<file path="src/rtl/multicycle_control_unit_if.sv">
// -----------------------------------------------------------------------------
// multicycle_control_unit_if
//   Bundle between the multi-cycle RV32I control unit and its datapath.
//   master : control unit side (takes instruction/status, drives controls)
//   slave  : datapath side (supplies instruction/status, takes controls)
//
//   instrCode    32  instruction word from instruction memory
//   btaken        1  branch-compare result from the ALU
//   dataReady     1  data memory done (load or store)
//   pcEn          1  PC register load strobe
//   pcMuxSel      2  next PC: 0 PC+4, 1 PC+imm, 2 ALU result
//   regFileWe     1  register file write enable
//   aluControl    ALU_CTRL_W  ALU operation {funct7[5], funct3}
//   aluSrcMuxSel  1  ALU operand B: 0 rs2, 1 immediate
//   dataWe        1  data memory write request
//   dataRe        1  data memory read request
//   rfWdSrcSel    WB_SEL_W  write-back source
//   illegalInstr  1  sticky trap flag
//   state         3  current FSM state (debug)
// -----------------------------------------------------------------------------
interface multicycle_control_unit_if #(
   parameter int ALU_CTRL_W = 4,
   parameter int WB_SEL_W   = 3
);
   logic [31:0]           instrCode;
   logic                  btaken;
   logic                  dataReady;
   logic                  pcEn;
   logic [1:0]            pcMuxSel;
   logic                  regFileWe;
   logic [ALU_CTRL_W-1:0] aluControl;
   logic                  aluSrcMuxSel;
   logic                  dataWe;
   logic                  dataRe;
   logic [WB_SEL_W-1:0]   rfWdSrcSel;
   logic                  illegalInstr;
   logic [2:0]            state;

   modport master (
      input  instrCode, btaken, dataReady,
      output pcEn, pcMuxSel, regFileWe, aluControl, aluSrcMuxSel,
             dataWe, dataRe, rfWdSrcSel, illegalInstr, state
   );

   modport slave (
      output instrCode, btaken, dataReady,
      input  pcEn, pcMuxSel, regFileWe, aluControl, aluSrcMuxSel,
             dataWe, dataRe, rfWdSrcSel, illegalInstr, state
   );
endinterface

</file>
<file path="src/rtl/multicycle_control_unit.sv">
// -----------------------------------------------------------------------------
// multicycle_control_unit
//   Multi-cycle RV32I control FSM: FETCH -> DECODE -> EXECUTE -> MEM -> WB,
//   with a sticky TRAP state for unknown opcodes and data-memory timeouts.
//   Controls are combinational functions of the state, the latched
//   instruction register and (in EXECUTE/MEM) btaken / dataReady.
//
//   clk      rising-edge clock
//   reset_n  asynchronous active-low reset
//   bus      control/datapath bundle (master side), see the interface file
//
//   Parameters
//     ALU_CTRL_W   width of aluControl
//     WB_SEL_W     width of rfWdSrcSel
//     MEM_TIMEOUT  max MEM wait cycles before trapping, 0 = no timeout
// -----------------------------------------------------------------------------
module multicycle_control_unit #(
   parameter int ALU_CTRL_W  = 4,
   parameter int WB_SEL_W    = 3,
   parameter int MEM_TIMEOUT = 16
) (
   input  logic                      clk,
   input  logic                      reset_n,
   multicycle_control_unit_if.master bus
);

   localparam logic [2:0] S_FETCH   = 3'd0;
   localparam logic [2:0] S_DECODE  = 3'd1;
   localparam logic [2:0] S_EXECUTE = 3'd2;
   localparam logic [2:0] S_MEM     = 3'd3;
   localparam logic [2:0] S_WB      = 3'd4;
   localparam logic [2:0] S_TRAP    = 3'd5;

   localparam logic [6:0] OP_R     = 7'b0110011;
   localparam logic [6:0] OP_I     = 7'b0010011;
   localparam logic [6:0] OP_L     = 7'b0000011;
   localparam logic [6:0] OP_S     = 7'b0100011;
   localparam logic [6:0] OP_B     = 7'b1100011;
   localparam logic [6:0] OP_LUI   = 7'b0110111;
   localparam logic [6:0] OP_AUIPC = 7'b0010111;
   localparam logic [6:0] OP_JAL   = 7'b1101111;
   localparam logic [6:0] OP_JALR  = 7'b1100111;

   localparam logic [ALU_CTRL_W-1:0] ALU_ADD = '0;

   localparam int CNT_W = (MEM_TIMEOUT > 0) ? $clog2(MEM_TIMEOUT + 1) : 1;

   logic [2:0]       state_q, state_d;
   logic [31:0]      ir_q, ir_d;
   logic             illegal_q, illegal_d;
   logic [CNT_W-1:0] cnt_q, cnt_d;

   logic [6:0] opcode;
   logic [2:0] funct3;
   logic       f7b;
   logic       is_r, is_i, is_l, is_s, is_b, is_lui, is_auipc, is_jal, is_jalr;
   logic       op_legal;
   logic       mem_timeout;
   logic [ALU_CTRL_W-1:0] alu_ri;

   logic                  pc_en, rf_we, alu_src, data_we, data_re;
   logic [1:0]            pc_mux;
   logic [ALU_CTRL_W-1:0] alu_ctrl;
   logic [WB_SEL_W-1:0]   wd_sel;

   assign opcode = ir_q[6:0];
   assign funct3 = ir_q[14:12];
   assign f7b    = ir_q[30];

   // Register/immediate fields are consumed by the datapath, not here.
   logic ir_unused;
   assign ir_unused = ^{ir_q[31], ir_q[29:15], ir_q[11:7]};

   // Opcode classification. A case with a default makes any x/unknown
   // opcode fall into the illegal bucket instead of propagating.
   always_comb begin
      is_r     = 1'b0;
      is_i     = 1'b0;
      is_l     = 1'b0;
      is_s     = 1'b0;
      is_b     = 1'b0;
      is_lui   = 1'b0;
      is_auipc = 1'b0;
      is_jal   = 1'b0;
      is_jalr  = 1'b0;
      case (opcode)
         OP_R:     is_r     = 1'b1;
         OP_I:     is_i     = 1'b1;
         OP_L:     is_l     = 1'b1;
         OP_S:     is_s     = 1'b1;
         OP_B:     is_b     = 1'b1;
         OP_LUI:   is_lui   = 1'b1;
         OP_AUIPC: is_auipc = 1'b1;
         OP_JAL:   is_jal   = 1'b1;
         OP_JALR:  is_jalr  = 1'b1;
         default:  ;
      endcase
   end

   assign op_legal = is_r | is_i | is_l | is_s | is_b |
                     is_lui | is_auipc | is_jal | is_jalr;

   // Only shifts (funct3 = 101) carry funct7[5] for I-type; R-type always does.
   assign alu_ri = (is_r || funct3 == 3'b101) ? ALU_CTRL_W'({f7b, funct3})
                                              : ALU_CTRL_W'({1'b0, funct3});

   // Fires on the waiting cycle that brings the wait count to MEM_TIMEOUT.
   assign mem_timeout = (MEM_TIMEOUT != 0) && !bus.dataReady &&
                        (cnt_q == CNT_W'(MEM_TIMEOUT - 1));

   always_comb begin
      state_d   = state_q;
      ir_d      = ir_q;
      illegal_d = illegal_q;
      cnt_d     = '0;
      pc_en     = 1'b0;
      pc_mux    = 2'd0;
      rf_we     = 1'b0;
      alu_ctrl  = ALU_ADD;
      alu_src   = 1'b0;
      data_we   = 1'b0;
      data_re   = 1'b0;
      wd_sel    = '0;

      case (state_q)
         S_FETCH: begin
            ir_d    = bus.instrCode;
            state_d = S_DECODE;
         end

         S_DECODE: state_d = op_legal ? S_EXECUTE : S_TRAP;

         S_EXECUTE: begin
            if (is_r) begin
               alu_ctrl = alu_ri;
               state_d  = S_WB;
            end else if (is_i) begin
               alu_ctrl = alu_ri;
               alu_src  = 1'b1;
               state_d  = S_WB;
            end else if (is_l || is_s) begin
               alu_src  = 1'b1;           // address = rs1 + imm
               state_d  = S_MEM;
            end else if (is_b) begin
               alu_ctrl = ALU_CTRL_W'({1'b0, funct3});
               pc_en    = 1'b1;
               pc_mux   = bus.btaken ? 2'd1 : 2'd0;
               state_d  = S_FETCH;
            end else if (op_legal) begin
               state_d  = S_WB;           // LUI / AUIPC / JAL / JALR
            end else begin
               state_d  = S_TRAP;
            end
         end

         S_MEM: begin
            alu_src = 1'b1;               // keep the address stable while waiting
            if (bus.dataReady) begin
               data_we = is_s;
               data_re = is_l;
               if (is_s) begin
                  pc_en   = 1'b1;         // stores retire here, no WB
                  state_d = S_FETCH;
               end else begin
                  state_d = S_WB;
               end
            end else if (mem_timeout) begin
               state_d = S_TRAP;          // request drops on the trapping cycle
            end else begin
               data_we = is_s;
               data_re = is_l;
               cnt_d   = (MEM_TIMEOUT != 0) ? cnt_q + CNT_W'(1) : '0;
            end
         end

         S_WB: begin
            rf_we   = 1'b1;
            pc_en   = 1'b1;
            state_d = S_FETCH;
            if (is_r || is_i) begin
               // ALU result is written back combinationally, so hold its op.
               alu_ctrl = alu_ri;
               alu_src  = is_i;
               wd_sel   = WB_SEL_W'(0);
            end else if (is_l) begin
               wd_sel   = WB_SEL_W'(1);
            end else if (is_lui) begin
               wd_sel   = WB_SEL_W'(2);
            end else if (is_auipc) begin
               wd_sel   = WB_SEL_W'(3);
            end else if (is_jal) begin
               wd_sel   = WB_SEL_W'(4);
               pc_mux   = 2'd1;
            end else if (is_jalr) begin
               wd_sel   = WB_SEL_W'(4);
               pc_mux   = 2'd2;
               alu_src  = 1'b1;           // target = rs1 + imm
            end
         end

         S_TRAP: ;                        // parked until reset

         default: state_d = S_TRAP;
      endcase

      if (state_d == S_TRAP) illegal_d = 1'b1;
   end

   always_ff @(posedge clk or negedge reset_n) begin
      if (!reset_n) begin
         state_q   <= S_FETCH;
         ir_q      <= '0;
         illegal_q <= 1'b0;
         cnt_q     <= '0;
      end else begin
         state_q   <= state_d;
         ir_q      <= ir_d;
         illegal_q <= illegal_d;
         cnt_q     <= cnt_d;
      end
   end

   assign bus.pcEn         = pc_en;
   assign bus.pcMuxSel     = pc_mux;
   assign bus.regFileWe    = rf_we;
   assign bus.aluControl   = alu_ctrl;
   assign bus.aluSrcMuxSel = alu_src;
   assign bus.dataWe       = data_we;
   assign bus.dataRe       = data_re;
   assign bus.rfWdSrcSel   = wd_sel;
   assign bus.illegalInstr = illegal_q;
   assign bus.state        = state_q;

endmodule
</file>
<file path="src/flat_wrapper.sv">
// flat-port wrapper written by rule: the top's interface ports become plain ports
module multicycle_control_unit_flat 
#(
   parameter int ALU_CTRL_W  = 4,
   parameter int WB_SEL_W    = 3,
   parameter int MEM_TIMEOUT = 16
)
  (clk, reset_n, bus_instrCode, bus_btaken, bus_dataReady, bus_pcEn, bus_pcMuxSel, bus_regFileWe, bus_aluControl, bus_aluSrcMuxSel, bus_dataWe, bus_dataRe, bus_rfWdSrcSel, bus_illegalInstr, bus_state);
  multicycle_control_unit_if #(.ALU_CTRL_W(ALU_CTRL_W), .WB_SEL_W(WB_SEL_W)) bus_i ();
  input  logic clk;
  input  logic reset_n;
  input wire logic [$bits(bus_i.instrCode)-1:0] bus_instrCode;
  input wire logic [$bits(bus_i.btaken)-1:0] bus_btaken;
  input wire logic [$bits(bus_i.dataReady)-1:0] bus_dataReady;
  output wire logic [$bits(bus_i.pcEn)-1:0] bus_pcEn;
  output wire logic [$bits(bus_i.pcMuxSel)-1:0] bus_pcMuxSel;
  output wire logic [$bits(bus_i.regFileWe)-1:0] bus_regFileWe;
  output wire logic [$bits(bus_i.aluControl)-1:0] bus_aluControl;
  output wire logic [$bits(bus_i.aluSrcMuxSel)-1:0] bus_aluSrcMuxSel;
  output wire logic [$bits(bus_i.dataWe)-1:0] bus_dataWe;
  output wire logic [$bits(bus_i.dataRe)-1:0] bus_dataRe;
  output wire logic [$bits(bus_i.rfWdSrcSel)-1:0] bus_rfWdSrcSel;
  output wire logic [$bits(bus_i.illegalInstr)-1:0] bus_illegalInstr;
  output wire logic [$bits(bus_i.state)-1:0] bus_state;
  assign bus_i.instrCode = bus_instrCode;
  assign bus_i.btaken = bus_btaken;
  assign bus_i.dataReady = bus_dataReady;
  assign bus_pcEn = bus_i.pcEn;
  assign bus_pcMuxSel = bus_i.pcMuxSel;
  assign bus_regFileWe = bus_i.regFileWe;
  assign bus_aluControl = bus_i.aluControl;
  assign bus_aluSrcMuxSel = bus_i.aluSrcMuxSel;
  assign bus_dataWe = bus_i.dataWe;
  assign bus_dataRe = bus_i.dataRe;
  assign bus_rfWdSrcSel = bus_i.rfWdSrcSel;
  assign bus_illegalInstr = bus_i.illegalInstr;
  assign bus_state = bus_i.state;
  multicycle_control_unit #(.ALU_CTRL_W(ALU_CTRL_W), .WB_SEL_W(WB_SEL_W), .MEM_TIMEOUT(MEM_TIMEOUT)) u_core (.clk(clk), .reset_n(reset_n), .bus(bus_i));
endmodule
</file>
<file path="config.mk">
export PLATFORM = sky130hd
export DESIGN_NAME = multicycle_control_unit_flat
export DESIGN_NICKNAME = d
export VERILOG_FILES = /design/src/rtl/multicycle_control_unit_if.sv /design/src/rtl/multicycle_control_unit.sv /design/src/flat_wrapper.sv
export SDC_FILE = /design/constraint.sdc
export NUM_CORES = 1
export LEC_CHECK = 0
export ABC_AREA = 1
export CAP_MARGIN = 5
export CORE_ASPECT_RATIO = 0.8
export CORE_MARGIN = 2
export CORE_UTILIZATION = 42
export CTS_BUF_LIST = sky130_fd_sc_hd__clkbuf_8
export CTS_CLUSTER_DIAMETER = 150
export CTS_CLUSTER_SIZE = 40
export DETAILED_ROUTE_END_ITERATION = 6
export PLACE_DENSITY = 0.81
export SKIP_LAST_GASP = 1
export SYNTH_ARGS = -nofsm -noshare
export SYNTH_HDL_FRONTEND = slang
export SYNTH_SLANG_ARGS = --single-unit
</file>
<file path="constraint.sdc">
create_clock -name clk -period 1.7 [get_ports clk]
set_clock_uncertainty 0.2 [all_clocks]
set_input_delay 0.17 -clock clk [delete_from_list [all_inputs] [get_ports clk]]
set_output_delay 0.17 -clock clk [all_outputs]
set_load 0.01 [all_outputs]
</file>
# Yosys cells after proc, flatten, opt, wreduce, memory -nomap -nowiden
# Cells that the tools add are included.
# W data, S select, Z words.
# op_classes
n_reduce_logical	6
eq_ne	17
n_bitwise	8
addsub	1
muxes	72
# ops
op	count
$mux W3	16
$mux W1	33
$eq A7 B6 Y1 const B	3
$eq A7 B7 Y1 const B	3
$mux W2	10
$mux W4	5
$pmux W3 S6	1
$mux W5	3
$eq A7 B5 Y1 const B	2
$eq A3 B3 Y1 const B	4
$or A1 B1 Y1	8
$pmux W4 S2	1
$eq A7 B2 Y1 const B	1
$eq A3 B2 Y1 const B	2
$pmux W1 S3	2
$add A5 B1 Y5 const B	1
$eq A5 B4 Y1 const B	1
$pmux W2 S2	1
$eq A3 B1 Y1 const B	1
$logic_not A3 Y1	1
$logic_or A1 B1 Y1	3
$logic_and A1 B1 Y1	1
$logic_not A1 Y1	1
# word_totals
ff_bits	40

# Depth between registers and ports, before layout
# depth
depth_word	17
mapped_depth	12
mapped_depth_nobuf	12

# Worst setup path before layout
# No wires, ideal clock.
# synth_path
path_kind	register -> output
start	register u_core.state_q[0], in the netlist u_core.bus.state[0]
end	output port bus_aluControl[3]
stages_incl_launch_ff	6
required_ps	1330
path_slack_ps	40
arrival_time_ps	1290
cell_sequence	dfrtp_1 -> nor2_1 -> inv_1 -> nor2_2 -> o21bai_1 -> a211oi_1
# synth_between
elab_chain_len	2
# synth_lines
element	line	text
from (decl)	multicycle_control_unit.sv:48	logic [2:0] state_q, state_d;
from (signal assigned)	multicycle_control_unit.sv:216	state_q <= state_d;
$eq A3 B3 Y1 or $eq A3 B2 Y1 (tied branches)	multicycle_control_unit.sv:125	case (state_q)
$pmux W4 S2 *	multicycle_control_unit.sv:125	
to (decl)	flat_wrapper.sv:18	output wire logic [$bits(bus_i.aluControl)-1:0] bus_aluControl;
# Mark *: on every way between the ends. The rest lies on a longest branch, timed or not.

# Final worst setup path
# Same ends and word-level chain as after synthesis.

==> metrics.txt <==
# TYPE chip_impl_metric gauge
chip_impl_metric{name="hold_violations",unit=""} 0
chip_impl_metric{name="arrival",unit="ns"} 1.80
chip_impl_metric{name="clk_path_buf_depth",unit=""} 2
chip_impl_metric{name="drtPass1Iterations",unit=""} 4
chip_impl_metric{name="rows",unit=""} 17
chip_impl_metric{name="count_of_antenna_diodes_in_the_layout",unit=""} 0
chip_impl_metric{name="vdd.ir_drop.worst",unit="mV"} 0.679
chip_impl_metric{name="post-synth-top-area-fraction",unit="%"} 42.8
chip_impl_metric{name="maximum_clock_frequency",unit="GHz"} 0.462
chip_impl_info{name="synth_top_family_by_area",value="simple AND/OR/NAND/NOR gates"} 1
chip_impl_metric{name="synth_mux_area_share",unit="%"} 0
chip_impl_metric{name="postCtsHoldBufs",unit=""} 0
chip_impl_metric{name="synth-adder-area-share",unit="%"} 1.07
chip_impl_metric{name="cts_buffers",unit=""} 3
chip_impl_metric{name="globalRouteOverflowTotal",unit=""} 0
chip_impl_metric{name="area_growth",unit="%"} 101
chip_impl_info{name="cpMaxStageDelayCell",value="dfrtp_1"} 1
chip_impl_metric{name="max_cap_viol_count",unit=""} 0
chip_impl_metric{name="cts.reportedPaths.clkPinSlew",unit="ns"} 0.08
chip_impl_metric{name="h-tree-depth",unit=""} 1
chip_impl_metric{name="fp.dieArea",unit="um^2"} 3220
chip_impl_metric{name="gpl.final_weighted_congestion",unit=""} 0.842
chip_impl_metric{name="globalRouteTotalUtil",unit="%"} 30.6
chip_impl_metric{name="timing.max_slew.rel_slack",unit="%"} 76.3
chip_impl_metric{name="fp.dieH",unit="um"} 51.2
chip_impl_metric{name="synthesis.area",unit="um^2"} 1170
chip_impl_metric{name="synth_xor_xnor_area_share",unit="%"} 1.50
chip_impl_metric{name="simple_gate_share_of_the_synthesized_area",unit="%"} 37.0
chip_impl_metric{name="ys_types",unit=""} 25
chip_impl_info{name="worstSetupPathType",value="reg2out"} 1
chip_impl_info{name="hold_class",value="in2async"} 1
chip_impl_metric{name="final_max_slew_viol_count",unit=""} 0
chip_impl_metric{name="synth.yosys.warnings",unit=""} 0
chip_impl_metric{name="postSynth.asyncResetShare",unit="%"} 100
chip_impl_metric{name="residual_antenna_violating_net_count_after_detailed_routing",unit=""} 0
chip_impl_metric{name="effective_utilization_at_floorplan",unit="%"} 43.3
chip_impl_metric{name="period_minus_slack",unit="ns"} 2.17
chip_impl_metric{name="largest_net_degree_at_the_start_of_global_routing",unit=""} 21
chip_impl_metric{name="p_leak",unit="nW"} 1.11
chip_impl_metric{name="detail_route.wirelength",unit="um"} 5630
chip_impl_metric{name="die_w",unit="um"} 63.0
chip_impl_metric{name="vias_per_cell",unit=""} 5.55
chip_impl_info{name="post_synth_most_frequent_cells",value="42 x nand2_1, 22 x inv_1, 22 x nor2_1"} 1
chip_impl_metric{name="synthCells",unit=""} 161
chip_impl_metric{name="worst_skew_pair.late_latency",unit="ns"} 0.26
chip_impl_info{name="ctsRootBufferMaster",value="clkbuf_8"} 1
chip_impl_metric{name="port_buffers",unit=""} 32
chip_impl_metric{name="number_of_synthesized_flops_with_an_enable_pin",unit=""} 0
chip_impl_metric{name="dpl-instance-area",unit="um^2"} 1840
chip_impl_metric{name="synth_seq_area_share",unit="%"} 42.8
chip_impl_metric{name="tritoncts_num_sinks",unit=""} 20
chip_impl_metric{name="grt_first_pass_wirelength",unit="um"} 7470
chip_impl_metric{name="setup_tns",unit="ns"} -5.46
chip_impl_metric{name="drive_gt1_share",unit="%"} 58.5
chip_impl_info{name="crit_path_cell_trace",value="nor2_2, inv_2, nor2_4, buf_6, o21bai_4, a211oi_1, buf_2"} 1
chip_impl_info{name="end_kind",value="primary output"} 1
chip_impl_metric{name="routed-via-count",unit=""} 1643
chip_impl_metric{name="pre_cts_ws",unit="ns"} -0.373
chip_impl_info{name="setup_repair_after_global_routing_missed_its_margin",value="yes"} 1
chip_impl_metric{name="final_min_period_over_clock_period",unit="%"} 127
chip_impl_info{name="setup.worst_path.start_class",value="flip-flop"} 1
chip_impl_metric{name="core",unit="um^2"} 2700
chip_impl_metric{name="hpwlAfterDp",unit="um"} 2550
chip_impl_metric{name="avgRoutedWirePerCell",unit="um"} 19.0
chip_impl_metric{name="path_buf_inv",unit=""} 3
chip_impl_metric{name="largest_stage_delay_worst_path",unit="ns"} 0.44
chip_impl_metric{name="grt_pass1_vias",unit=""} 1597
chip_impl_metric{name="tightestPinTransition",unit="ns"} 0.354
chip_impl_metric{name="nNetsFinal",unit=""} 296
chip_impl_metric{name="io-pin-count",unit=""} 54
chip_impl_info{name="yosys_most_used_dff",value="dfrtp_1"} 1
chip_impl_info{name="netlist_top_cells_area",value="dfrtp_1 43%, nand2_1 13%, inv_1 7.1%"} 1
chip_impl_metric{name="power",unit="W"} 0.00100
chip_impl_metric{name="synth_compound_area_share",unit="%"} 8.99
chip_impl_info{name="outcome",value="finished with violations"} 1
chip_impl_metric{name="number_of_synthesized_register_bits",unit=""} 20
chip_impl_info{name="critPathTopFamily",value="flip-flops"} 1
chip_impl_metric{name="detailed_route_drc_error_count",unit=""} 0
chip_impl_metric{name="synthesis.area_per_instance",unit="um^2"} 7.26
chip_impl_metric{name="grt_antenna_before_repair",unit=""} 0
chip_impl_metric{name="drt_iter0_markers",unit=""} 117
chip_impl_metric{name="synth_nets",unit=""} 198
chip_impl_info{name="violations_in_the_final_reports",value="setup timing"} 1
chip_impl_metric{name="final.setup.worst_slack",unit="ns"} -0.465
chip_impl_info{name="tritoncts",value="yes"} 1
chip_impl_metric{name="finish.instance_area",unit="um^2"} 2350
chip_impl_info{name="synth_area_leader_cell",value="dfrtp_1"} 1
chip_impl_metric{name="critPathRequiredTime",unit="ns"} 1.33
chip_impl_metric{name="fillerInstances",unit=""} 132
chip_impl_metric{name="powerDensity",unit="nW/um^2"} 427
chip_impl_metric{name="path_max_fanout",unit=""} 2
chip_impl_metric{name="report.final.setup_viol",unit=""} 33
chip_impl_info{name="yosysMostFrequentCell",value="nand2_1"} 1
==> flip-flops by register name, summed over array words and instances, names as in the netlist <==
signal	count
u_core.ir_q	11
u_core.cnt_q	5
u_core.bus.state	3
u_core.bus.illegalInstr	1
==> metrics by stage <==
stage	instances	utilization [%]	hold WS, ns
global placement	271	68.2	0.245
global route	296	86.8	0.0766
detailed placement	271	68.2	0.249
floorplan	161	-	-0.326
CTS	296	78.5	0.0542
finish	296	86.8	0.0660
==> final cells by class <==
type,instances,area (um^2),share of cell area (%)
timing repair buffer,95,795,33.9
clock inverter,1,30.0,1.28
clock buffer,3,41.3,1.76
multi-input combinational,115,837,35.7
tap,38,47.5,2.03
sequential,20,500,21.3
inverter,24,95.1,4.05
==> routing by layer <==
layer	share of wire (%)	global-route usage, %	up-vias
met5	0	0	-
met4	6.0	13.3	0
met3	7.5	6.39	41
met2	49	57.3	116
met1	37	34.0	788
li1	-	-	698
==> worst register-to-register path, cell delays in order (launching register included) <==
cell and delay, ns:
dfrtp_1 0.44, nor2_2 0.23, buf_4 0.15, buf_4 0.09, buf_4 0.09, buf_4 0.10, nor2_4 0.04, nor2_4 0.12
nand2_2 0.08, nand2_2 0.07, nand3_2 0.09, nand2_2 0.08, nand2_1 0.05
==> cells in the final DEF, fill, tap and decap left out, types with 3 or more instances in the layout <==
| cell | count |
|---|---|
| o21ai_0 | 6 |
| buf_2 | 14 |
| nand3_1 | 5 |
| nand2_2 | 17 |
| nor2_4 | 12 |
| inv_1 | 12 |
| nand3_4 | 3 |
| nand3_2 | 7 |
| clkbuf_8 | 3 |
| nand2_4 | 5 |
| dfrtp_1 | 20 |
| buf_4 | 45 |
| nor2_1 | 12 |
| nor2_2 | 4 |
| nand2_1 | 27 |
| inv_2 | 10 |
| buf_6 | 18 |
| o21ai_2 | 3 |
| clkdlybuf4s50_1 | 15 |
==> power by group <==
| part | total, W | internal [W] | switching [W] |
|---|---|---|---|
| clock | 0.000478 | 0.000314 | 0.000163 |
| sequential | 0.000475 | 0.000475 | 0 |
| combinational | 0.0000486 | 0.0000310 | 0.0000176 |
| total | 0.00100 | 0.000821 | 0.000181 |
==> path summary, 6_finish.rpt <==
kind                                                      from                                   to  slack (ns)  depth (start not counted)
setup / recovery                 u_core.bus.state[0]$_DFF_PN0_                    bus_aluControl[3]       -0.47                          7
hold / removal                                         reset_n        u_core.bus.state[2]$_DFF_PN0_        0.07                          2
setup reg to reg                 u_core.bus.state[0]$_DFF_PN0_  u_core.bus.illegalInstr$_DFFE_PN0N_       -0.22                         12
hold reg to reg            u_core.bus.illegalInstr$_DFFE_PN0N_  u_core.bus.illegalInstr$_DFFE_PN0N_        0.31                          2
max in group asynchronous                              reset_n          u_core.ir_q[12]$_DFFE_PN0P_        1.02                          2
min in group clk                              bus_instrCode[1]           u_core.ir_q[1]$_DFFE_PN0P_        0.24                          3
==> kinds of logic after synthesis <==
group,Yosys count
xor gates and xnor gates,2
AOI/OAI and AO/OA,17
buffers and inverters,26
and+or+nand+nor,95
DFF,20
adders and majority gates,1
==> what timing repair did <==
action,4_1_cts,5_1_grt
cloned,0,2
endpoints found under the setup margin,20,36
gates resized for setup,88,67
pin swaps,19,28
setup buffers,23,2
No activity file was read; power rests on OpenSTA's default activity.
